==> src/rtl/gpio_sched_pkg.sv <==
// gpio_sched_pkg: shared offsets, CTRL bit indices and FSM states
// for the GPIO pattern scheduler.
package gpio_sched_pkg;

    localparam logic [31:0] GPIO_DIR   = 32'h00;
    localparam logic [31:0] GPIO_A     = 32'h04;
    localparam logic [31:0] GPIO_B     = 32'h08;
    localparam logic [31:0] SCHED_CTRL = 32'h10;
    localparam logic [31:0] SCHED_LEN  = 32'h14;
    localparam logic [31:0] SCHED_PER  = 32'h18;
    localparam logic [31:0] SCHED_TBL  = 32'h1C;
    localparam logic [31:0] SCHED_STAT = 32'h20;

    localparam int CTRL_GO   = 0;
    localparam int CTRL_LOOP = 1;
    localparam int CTRL_BLK  = 2;
    localparam int TBL_CLR   = 31;

    typedef enum logic [1:0] {
        IDLE,
        LOAD,
        WAIT,
        PEND
    } state_e;

endpackage

==> src/rtl/mod_gpio_sched_if.sv <==
// mod_gpio_sched_if: CPU-side data bus plus downstream mod_gpio port.
// slave = scheduler view, master = CPU/GPIO environment view.
interface mod_gpio_sched_if;

    logic        cpu_de;
    logic [1:0]  cpu_drw;
    logic [31:0] cpu_daddr;
    logic [31:0] cpu_din;
    logic [31:0] cpu_dout;
    logic        cpu_stall;
    logic        gpio_de;
    logic [1:0]  gpio_drw;
    logic [31:0] gpio_daddr;
    logic [31:0] gpio_din;
    logic [31:0] gpio_dout;

    modport slave (
        input  cpu_de, cpu_drw, cpu_daddr, cpu_din, gpio_dout,
        output cpu_dout, cpu_stall,
        output gpio_de, gpio_drw, gpio_daddr, gpio_din
    );

    modport master (
        output cpu_de, cpu_drw, cpu_daddr, cpu_din, gpio_dout,
        input  cpu_dout, cpu_stall,
        input  gpio_de, gpio_drw, gpio_daddr, gpio_din
    );

endinterface

==> src/rtl/gpio_sched_tbl.sv <==
// gpio_sched_tbl: DEPTH x 8 pattern table, auto-incrementing write
// pointer with clear, one asynchronous read port.
module gpio_sched_tbl #(
    parameter int DEPTH = 16,
    parameter int IW    = (DEPTH > 1) ? $clog2(DEPTH) : 1
) (
    input  logic          clk,
    input  logic          rst,
    input  logic          we_i,
    input  logic          clr_i,
    input  logic [7:0]    wdata_i,
    input  logic [IW-1:0] raddr_i,
    output logic [7:0]    rdata_o
);

    logic [7:0]    mem_q [DEPTH];
    logic [IW-1:0] wptr_q;

    always_ff @(posedge clk or negedge rst) begin
        if (!rst) begin
            wptr_q <= '0;
            for (int i = 0; i < DEPTH; i++) mem_q[i] <= '0;
        end else if (clr_i) begin
            wptr_q <= '0;
        end else if (we_i) begin
            mem_q[wptr_q] <= wdata_i;
            wptr_q        <= wptr_q + 1'b1;
        end
    end

    assign rdata_o = mem_q[raddr_i];

endmodule

==> src/rtl/mod_gpio_sched.sv <==
// mod_gpio_sched: CPU pass-through plus table step sequencer, both
// arbitrated onto one mod_gpio port. Optional IRQ: GPIO_SCHED_IRQ_EN.
module mod_gpio_sched
    import gpio_sched_pkg::*;
#(
    parameter int DEPTH = 16,
    parameter int PER_W = 16
) (
    input  logic              clk,
    input  logic              rst,
    mod_gpio_sched_if.slave   bus,
    output logic              seq_irq
);

    localparam int IW = (DEPTH > 1) ? $clog2(DEPTH) : 1;
    localparam int LW = IW + 1;

    logic [31:0]    a;
    logic           wr, rd, fwd;
    logic           wr_ctrl, wr_len, wr_per, wr_tbl;
    logic           start, stop;
    logic [2:0]     ctrl_q;
    logic [LW-1:0]  len_q, len_wr, len_eff;
    logic [PER_W-1:0] per_q, per_wr, per_eff;
    state_e         state_q, state_d;
    logic [PER_W-1:0] cnt_q, cnt_d;
    logic [IW-1:0]  idx_q, idx_d;
    logic [LW-1:0]  nxt;
    logic           last, pend, seq_win;
    logic           lost_q, lost_d;
    logic [7:0]     tbl_rd;
    logic           done_bit;
    logic [31:0]    status;

    assign a       = bus.cpu_daddr;
    assign wr      = bus.cpu_de & bus.cpu_drw[0];
    assign rd      = bus.cpu_de & ~bus.cpu_drw[0];
    assign fwd     = bus.cpu_de &
                     (a == GPIO_DIR || a == GPIO_A || a == GPIO_B);
    assign wr_ctrl = wr && a == SCHED_CTRL;
    assign wr_len  = wr && a == SCHED_LEN;
    assign wr_per  = wr && a == SCHED_PER;
    assign wr_tbl  = wr && a == SCHED_TBL;
    assign start   = wr_ctrl && bus.cpu_din[CTRL_GO] && state_q == IDLE;
    assign stop    = wr_ctrl && !bus.cpu_din[CTRL_GO];

    always_comb begin
        len_wr = bus.cpu_din[LW-1:0];
        if (bus.cpu_din == 32'd0)
            len_wr = LW'(1);
        else if (bus.cpu_din > 32'(DEPTH))
            len_wr = LW'(DEPTH);
    end

    assign per_wr  = (bus.cpu_din[PER_W-1:0] == '0) ?
                     PER_W'(1) : bus.cpu_din[PER_W-1:0];
    assign len_eff = (len_q == '0) ? LW'(1) : len_q;
    assign per_eff = (per_q == '0) ? PER_W'(1) : per_q;

    gpio_sched_tbl #(.DEPTH(DEPTH), .IW(IW)) u_tbl (
        .clk     (clk),
        .rst     (rst),
        .we_i    (wr_tbl & ~bus.cpu_din[TBL_CLR]),
        .clr_i   (wr_tbl & bus.cpu_din[TBL_CLR]),
        .wdata_i (bus.cpu_din[7:0]),
        .raddr_i (idx_q),
        .rdata_o (tbl_rd)
    );

    // A go=0 write cancels a pending step in the same cycle
    assign nxt     = {1'b0, idx_q} + LW'(1);
    assign last    = nxt == len_eff;
    assign pend    = state_q == PEND && !stop;
    assign seq_win = pend && (!fwd || lost_q);

    always_comb begin
        lost_d = lost_q;
        if (stop || seq_win) lost_d = 1'b0;
        else if (pend && fwd) lost_d = 1'b1;
    end

    always_comb begin
        state_d = state_q;
        cnt_d   = cnt_q;
        idx_d   = idx_q;
        if (stop) begin
            state_d = IDLE;
        end else begin
            unique case (state_q)
                IDLE: if (start) state_d = LOAD;
                LOAD: begin
                    cnt_d   = per_eff;
                    idx_d   = '0;
                    state_d = WAIT;
                end
                WAIT: begin
                    if (cnt_q <= PER_W'(1)) state_d = PEND;
                    else cnt_d = cnt_q - 1'b1;
                end
                PEND: begin
                    if (seq_win) begin
                        idx_d = nxt[IW-1:0];
                        if (last && !ctrl_q[CTRL_LOOP]) begin
                            state_d = IDLE;
                        end else begin
                            if (last) idx_d = '0;
                            // Next step keeps exactly PERIOD-cycle spacing
                            state_d = (per_eff == PER_W'(1)) ? PEND : WAIT;
                            cnt_d   = per_eff - 1'b1;
                        end
                    end
                end
            endcase
        end
    end

    always_ff @(posedge clk or negedge rst) begin
        if (!rst) begin
            ctrl_q  <= '0;
            len_q   <= '0;
            per_q   <= '0;
            state_q <= IDLE;
            cnt_q   <= '0;
            idx_q   <= '0;
            lost_q  <= 1'b0;
        end else begin
            if (wr_ctrl) ctrl_q <= bus.cpu_din[2:0];
            if (wr_len)  len_q  <= len_wr;
            if (wr_per)  per_q  <= per_wr;
            state_q <= state_d;
            cnt_q   <= cnt_d;
            idx_q   <= idx_d;
            lost_q  <= lost_d;
        end
    end

`ifdef GPIO_SCHED_IRQ_EN
    logic irq_q, done_q;

    always_ff @(posedge clk or negedge rst) begin
        if (!rst) begin
            irq_q  <= 1'b0;
            done_q <= 1'b0;
        end else begin
            irq_q <= seq_win && last;
            if (seq_win && last) done_q <= 1'b1;
            else if (rd && a == SCHED_STAT) done_q <= 1'b0;
        end
    end

    assign seq_irq  = irq_q;
    assign done_bit = done_q;
`else
    assign seq_irq  = 1'b0;
    assign done_bit = 1'b0;
`endif

    assign status = {16'h0, 8'(idx_q), 5'h0, done_bit,
                     state_q == PEND, state_q != IDLE};

    always_comb begin
        bus.gpio_de    = 1'b0;
        bus.gpio_drw   = 2'b00;
        bus.gpio_daddr = '0;
        bus.gpio_din   = '0;
        bus.cpu_stall  = fwd && seq_win;
        bus.cpu_dout   = '0;
        if (seq_win) begin
            bus.gpio_de    = 1'b1;
            bus.gpio_drw   = 2'b01;
            bus.gpio_daddr = ctrl_q[CTRL_BLK] ? GPIO_B : GPIO_A;
            bus.gpio_din   = {24'h0, tbl_rd};
        end else if (fwd) begin
            bus.gpio_de    = 1'b1;
            bus.gpio_drw   = bus.cpu_drw;
            bus.gpio_daddr = a;
            bus.gpio_din   = bus.cpu_din;
        end
        if (fwd) begin
            bus.cpu_dout = bus.gpio_dout;
        end else if (rd) begin
            case (a)
                SCHED_CTRL: bus.cpu_dout = {29'h0, ctrl_q};
                SCHED_LEN:  bus.cpu_dout = 32'(len_q);
                SCHED_PER:  bus.cpu_dout = 32'(per_q);
                SCHED_STAT: bus.cpu_dout = status;
                default:    bus.cpu_dout = '0;
            endcase
        end
    end

endmodule
==> src/flat_wrapper.sv <==
// flat-port wrapper written by rule: the top's interface ports become plain ports
module mod_gpio_sched_flat import gpio_sched_pkg::*;
#(
    parameter int DEPTH = 16,
    parameter int PER_W = 16
)
  (clk, rst, seq_irq, bus_cpu_de, bus_cpu_drw, bus_cpu_daddr, bus_cpu_din, bus_gpio_dout, bus_cpu_dout, bus_cpu_stall, bus_gpio_de, bus_gpio_drw, bus_gpio_daddr, bus_gpio_din);
  mod_gpio_sched_if bus_i ();
  input  logic clk;
  input  logic rst;
  output logic seq_irq;
  input wire logic [$bits(bus_i.cpu_de)-1:0] bus_cpu_de;
  input wire logic [$bits(bus_i.cpu_drw)-1:0] bus_cpu_drw;
  input wire logic [$bits(bus_i.cpu_daddr)-1:0] bus_cpu_daddr;
  input wire logic [$bits(bus_i.cpu_din)-1:0] bus_cpu_din;
  input wire logic [$bits(bus_i.gpio_dout)-1:0] bus_gpio_dout;
  output wire logic [$bits(bus_i.cpu_dout)-1:0] bus_cpu_dout;
  output wire logic [$bits(bus_i.cpu_stall)-1:0] bus_cpu_stall;
  output wire logic [$bits(bus_i.gpio_de)-1:0] bus_gpio_de;
  output wire logic [$bits(bus_i.gpio_drw)-1:0] bus_gpio_drw;
  output wire logic [$bits(bus_i.gpio_daddr)-1:0] bus_gpio_daddr;
  output wire logic [$bits(bus_i.gpio_din)-1:0] bus_gpio_din;
  assign bus_i.cpu_de = bus_cpu_de;
  assign bus_i.cpu_drw = bus_cpu_drw;
  assign bus_i.cpu_daddr = bus_cpu_daddr;
  assign bus_i.cpu_din = bus_cpu_din;
  assign bus_i.gpio_dout = bus_gpio_dout;
  assign bus_cpu_dout = bus_i.cpu_dout;
  assign bus_cpu_stall = bus_i.cpu_stall;
  assign bus_gpio_de = bus_i.gpio_de;
  assign bus_gpio_drw = bus_i.gpio_drw;
  assign bus_gpio_daddr = bus_i.gpio_daddr;
  assign bus_gpio_din = bus_i.gpio_din;
  mod_gpio_sched #(.DEPTH(DEPTH), .PER_W(PER_W)) u_core (.clk(clk), .rst(rst), .bus(bus_i), .seq_irq(seq_irq));
endmodule
==> config.mk <==
export PLATFORM = sky130hd
export DESIGN_NAME = mod_gpio_sched_flat
export DESIGN_NICKNAME = d
export VERILOG_FILES = /design/src/rtl/gpio_sched_pkg.sv /design/src/rtl/mod_gpio_sched_if.sv /design/src/rtl/gpio_sched_tbl.sv /design/src/rtl/mod_gpio_sched.sv /design/src/flat_wrapper.sv
export SDC_FILE = /design/constraint.sdc
export NUM_CORES = 1
export LEC_CHECK = 0
export ABC_AREA = 1
export BUFFER_PORTS_ARGS = -buffer_cell sky130_fd_sc_hd__buf_4
export CAP_MARGIN = 20
export CORE_AREA = 2 2 174 176
export DETAILED_ROUTE_END_ITERATION = 7
export DIE_AREA = 0 0 176 178
export PLACE_DENSITY_LB_ADDON = 0.1
export SYNTH_ARGS = -nofsm -noshare
export SYNTH_HDL_FRONTEND = slang
export SYNTH_SLANG_ARGS = --single-unit
==> constraint.sdc <==
create_clock -name clk -period 2.2 [get_ports clk]
set_input_delay 0.44 -clock clk [delete_from_list [all_inputs] [get_ports clk]]
set_output_delay 0.44 -clock clk [all_outputs]
set_load 0.05 [all_outputs]
* Yosys cells after proc, flatten, opt, wreduce, memory -nomap -nowiden
Index checks and enable logic that the tools add are counted.
** Word-level totals
- Input port bits :: 101
- Register bits after elaboration :: 179
- Output and inout bits :: 101
** Operators by class
- Eq/ne operators :: 18
- Bitwise logic cells :: 11
- Magnitude comparators :: 5
- Reduce and logical (&&, ||, !) cells :: 36
- Add/sub/neg operators :: 4
- Mux-type cells :: 42
** Operators by type and width (number)
- $mux 32 :: 6
- $bwmux 128 :: 1
- $eq 32x5->1 const B :: 4
- $mux 16 :: 5
- $logic_not 32->1 :: 2
- $pmux 16 s4 :: 1
- $pmux 16 s3 :: 1
- $bmux 8 s4 :: 1
- $demux 8 s4 :: 1
- $eq 32x3->1 const B :: 1
- $eq 32x4->1 const B :: 1
- $eq 32x6->1 const B :: 1
- $gt 32x5->1 const B :: 1
- $logic_not 16->1 :: 2
- $sub 16x1->16 const B :: 2
- $mux 4 :: 6
- $mux 8 :: 3
- $eq 16x1->1 const B :: 1
- $le 16x1->1 const B :: 1
- $mux 5 :: 3
- $mux 2 :: 7
- $logic_and 1x1->1 :: 13
- $ge 5x5->1 const B :: 2
- $not 4->5 :: 2
- other kinds (23) :: 48

* Logic depth before layout (Yosys ltp)
- Word-level depth :: 10
- Mapped depth :: 16
- Depth with buffers taken out :: 16

* Cells and area by module
From an unflattened synthesis, not the netlist that was laid out.
** Second synthesis, totals
- Cells, all modules :: 1658
- Area, all modules :: 11332.1 um^2
** By module, submodules not included
- gpio_sched_tbl :: instances 1, area an instance 6606.3 um^2, cells each 857
- mod_gpio_sched :: instances 1, area an instance 4725.8 um^2, cells each 801

* Worst setup path before layout
No wires, ideal clock.
- Path type :: in2out
- Start :: input port bus_cpu_daddr[15]
- End :: output port bus_gpio_din[7]
- Stages on the path :: 10
- Required time :: 1.760 ns
- Setup slack :: -0.992 ns
- Data arrival time :: 2.752 ns
- Path buffers :: 1
- Cell sequence :: nor2_1 nand2_1 nor2_1 nand2_1 nor2_1 nand3_1 nand3_1 clkinv_1 buf_2 o31ai_1
** On the way
- Word-level cells in the longest chain between the ends :: 8
** RTL lines
- start, declared :: RTL line flat_wrapper.sv:14 : input wire logic [$bits(bus_i.cpu_daddr)-1:0] bus_cpu_daddr;
- $eq 32x3->1 or $logic_not 32->1 (tied branches) :: RTL line mod_gpio_sched.sv:39 : (a == GPIO_DIR || a == GPIO_A || a == GPIO_B);
- $logic_or 1x1->1 (2 in series) :: RTL line mod_gpio_sched.sv:39
- $and 1x1->1 :: RTL line mod_gpio_sched.sv:38 : assign fwd = bus.cpu_de &
- $logic_not 1->1 :: RTL line mod_gpio_sched.sv:74 : assign seq_win = pend && (!fwd || lost_q);
- $logic_or 1x1->1 :: RTL line mod_gpio_sched.sv:74
- $logic_and 1x1->1 :: RTL line mod_gpio_sched.sv:74
- $mux 32 * :: RTL line mod_gpio_sched.sv:168 : if (seq_win) begin
- end, declared :: RTL line flat_wrapper.sv:22 : output wire logic [$bits(bus_i.gpio_din)-1:0] bus_gpio_din;
Mark *: on every way between the ends. The rest lies on a longest branch, timed or not.

* Final worst setup path
- Start :: register u_core.idx_q[0]
- End :: output port bus_gpio_din[1]
** On the way
- Word-level cells in the longest chain between the ends :: 5
** RTL lines
- start, declared :: RTL line mod_gpio_sched.sv:27 : logic [IW-1:0] idx_q, idx_d;
- start signal, assigned :: RTL line mod_gpio_sched.sv:132 : idx_q <= idx_d;
- $not 4->5 (not written as such) :: RTL line gpio_sched_tbl.sv:31 : assign rdata_o = mem_q[raddr_i];
- $bmux 8 s4 :: RTL line gpio_sched_tbl.sv:31
- $mux 8 (not written as such) (2 in series) :: RTL line gpio_sched_tbl.sv:31
- $mux 32 :: RTL line mod_gpio_sched.sv:168
No other way between the ends. The select of a mux whose other input is x is not followed.

==> results.md <==
- Crit start category: flip-flop
- Initial antenna violation count: 0
- Clock power frac: 43.5%
- DR pass1 iterations: 6
- Setup TNS: -14.25 ns
- Skew-Pair Late Insertion Delay: 0.46 ns
- Most frequent cells in the layout: nand2_1, buf_4, dfrtp_1, nor2_1, o21ai_0
- # IOs: 202
- Drt wl/cell: 17.69 microns
- CP Capture Type: output pin
- Switch share: 30.45%
- PortBufs: 170
- Total net switching power: 2.284 mW
- Global placer's final weighted congestion: 0.8387
- Fmax: 378.8 MHz
- Clock tree buffer depth: 2
- Global route overflow: 0
- N_diodes: 0
- DRC viols: 0
- Share of layout cells above drive strength 1: 35.28%
- Maxcap violations: 0
- Filler Cells Inserted: 2691
- Leading cell type in the layout, fill and taps excluded: nand2_1
- DRT antenna net count: 0
- Yosys reg bits: 179
- EDFF count, synth: 0
- Die area: 31330 sq um
- Core Box Area: 29400 sq um
- Leakage power: 7.646 nW
- Sequential power share: 43.9%
- Largest net degree at the start of global routing: 61
- Status: finished with violations
- Total GRT Usage: 23.48%
- Root Buffer: clkbuf_16
- Final setup margin: -0.4401 ns
- DP Worst Slack: -0.4332 ns
- Cell depth of the worst flop-to-flop path: 15
- Worst rel slew slack: 62.67%
- Crit. Startpoint: u_core.idx_q[0]$_DFFE_PN0P_
- Initial Utilization: 36.61%
- Global-route wire length before repair: 57490 microns
- Vias in the first global route: 10650
- Max FO, Critical Path: 8
- DRT iter0 DRCs: 808
- Data required, critical path: 1.76 ns
- Internal: 5.217 mW
- Syn_area_per_cell: 7.322 sq um
- Slew @ Worst Pin: 0.5565 ns
- Max Slew Vio Count: 0
- Failing checks: negative setup slack
- Crit Reg-Reg Endpoint: u_core.cnt_q[4]$_DFFE_PN0P_
- Vias: 11010
- Syn-to-layout area delta: 53.46%
- Asr flop ratio synth: 100.0%
- Netlist Area Pre-Place: 10760 sq um
- Clock tree sinks: 179
- Post-Synthesis Cells: 1470
- CTS clk-pin slew, worst paths: 0.08 ns
- Critical Path Sink: bus_gpio_din[1]
- Max H-tree Level: 4
- Die span in x: 176 microns
- WL final: 38150 microns
- VDD IR max: 0.0005501 V
- Die H: 178 microns
- R2R setup slack: -0.05 ns
- Final period utilization: 120.0%
- RR Startpoint: u_core.idx_q[0]$_DFFE_PN0P_
- Number of synthesis warnings: 0
- Final Critical Period: 2.640 ns
- Netlist cell types: 38
- Row Count: 63
- Worst Hold Class: in2reg
- Prevailing post-synth register cell: dfrtp_1
- Num CTS Buffers: 17
- Worst Skew: 0.01972 ns
- Hold path cells: 3
- DR vias/cell: 5.107
- CP Class: reg2out
- Final HPWL DP: 25770 microns
- Pwr per Cell Area: 454.1 nW/um^2
- Register area share after synthesis: 41.62%
- Final setup viols: 79
- CTS tree: built
- Final net count: 1863
- CP arrival: 2.20 ns
- Combinational Power Share: 12.5%
- Hold Fails Final Rpt: 0
- Unrepaired setup endpoints after global routing: true
-- final cells by class --
cell class,instances,area [sq um],area share (%)
Multi-Input combinational cell,1071,6539,39.59
Sequential cell,179,4482,27.13
Timing Repair Buffer,339,3720,22.52
Inverter,144,648.1,3.924
Tap cell,390,488.0,2.954
Clock buffer,17,425.4,2.576
Clock inverter,15,209.0,1.265
Timing Repair inverter,1,6.256,0.03788
-- flip-flops by register name, indices dropped and copies added, names as in the netlist --
signal               flops
u_core.u_tbl.mem_q     128
u_core.ctrl_q            3
u_core.state_q           2
u_core.cnt_q            16
u_core.per_q            16
u_core.idx_q             4
u_core.lost_q            1
u_core.u_tbl.wptr_q      4
u_core.len_q             5
-- worst max-delay path: stages, from the launching register on --
cell,delay (ns)
dfrtp_2,0.53
buf_8,0.17
buf_6,0.13
o21ai_1,0.07
o221ai_1,0.21
nand3_2,0.18
nand3_2,0.14
nand2_2,0.07
o31ai_4,0.06
buf_6,0.19
-- cell usage after synthesis (all sizes together) (3+ instances only) --
cell type	number	area [sq um]
nand2	354	1329
o21ai	253	1304
nor2	182	703.2
dfrtp	179	4479
inv	139	521.8
nand3	98	500.5
buf	59	449.2
clkbuf	47	176.4
nand4	37	434.2
o22ai	24	150.1
a21oi	22	110.1
o221ai	21	183.9
nor3	12	71.32
o31ai	10	75.07
ha	9	112.6
xor2	6	52.55
clkinv	5	18.77
a22oi	3	22.52
o211ai	3	22.52
-- worst min-delay path by stage --
stage                     from                            endpoint
6_report        bus_cpu_din[3]         u_core.len_q[3]$_DFFE_PN0P_
4_1_cts        bus_cpu_din[31]  u_core.u_tbl.wptr_q[3]$_DFFE_PN0P_
2_1_floorplan              rst         u_core.cnt_q[0]$_DFFE_PN0P_
3_5_place_dp               rst  u_core.u_tbl.mem_q[76]$_DFFE_PN0P_
5_1_grt        bus_cpu_din[31]  u_core.u_tbl.wptr_q[3]$_DFFE_PN0P_
3_3_place_gp               rst  u_core.u_tbl.mem_q[76]$_DFFE_PN0P_
-- metal layers --
metal	vias up	global-route usage (%)	routed length, microns
li1	5369	-	-
met1	5274	31.72	17040
met2	314	38.85	18620
met3	54	4.220	1775
met4	0	6.474	714
met5	-	0	0
-- per-stage QoR --
stage | hold WS (ns) | area (sq um) | cells | power [mW] | utilization, %
after floorplan | 0.1444 | 11360 | 1500 | 3.799 | -
after global placement | 0.3691 | 13690 | 2083 | 4.178 | 46.55
after detailed placement | 0.3670 | 13690 | 2083 | 4.177 | 46.55
after CTS | 0.2451 | 15500 | 2133 | 7.522 | 52.73
after global routing | 0.2874 | 16520 | 2156 | 7.764 | 56.18
final | 0.2776 | 16520 | 2156 | 7.501 | 56.18
-- cell families (layout without fill, tap and decap cells) --
group                    after synthesis  in the layout  synth area share (%)
buffers and inverters                250            516                 10.83
AO/OA/AOI/OAI                        337            337                 17.43
adder cells (fa/ha/maj)                9              9                 1.046
XOR/XNOR                               7              7                0.5696
AND/OR/NAND/NOR                      687            687                 28.47
other                                  1             31               0.03484
flip-flops                           179            179                 41.62
-- timing repair --
item / CTS / global route
resized for setup: 241 / 197
pin swaps: 39 / 67
endpoints found under the setup margin: 70 / 91
hold buffers: 1 / 0
gates cloned: 6 / 8
setup buffers: 12 / 19
hold endpoints to repair: 31 / 0
-- power by group through the flow --
stage | combinational [mW] | sequential (mW) | clock [mW]
finish | 0.940 | 3.30 | 3.27
floorplan | 0.435 | 3.36 | 0
CTS | 0.890 | 3.30 | 3.34
global placement | 0.817 | 3.36 | 0
global route | 1.01 | 3.30 | 3.46
detailed placement | 0.817 | 3.36 | 0
Power figures use the tool's default switching activity.
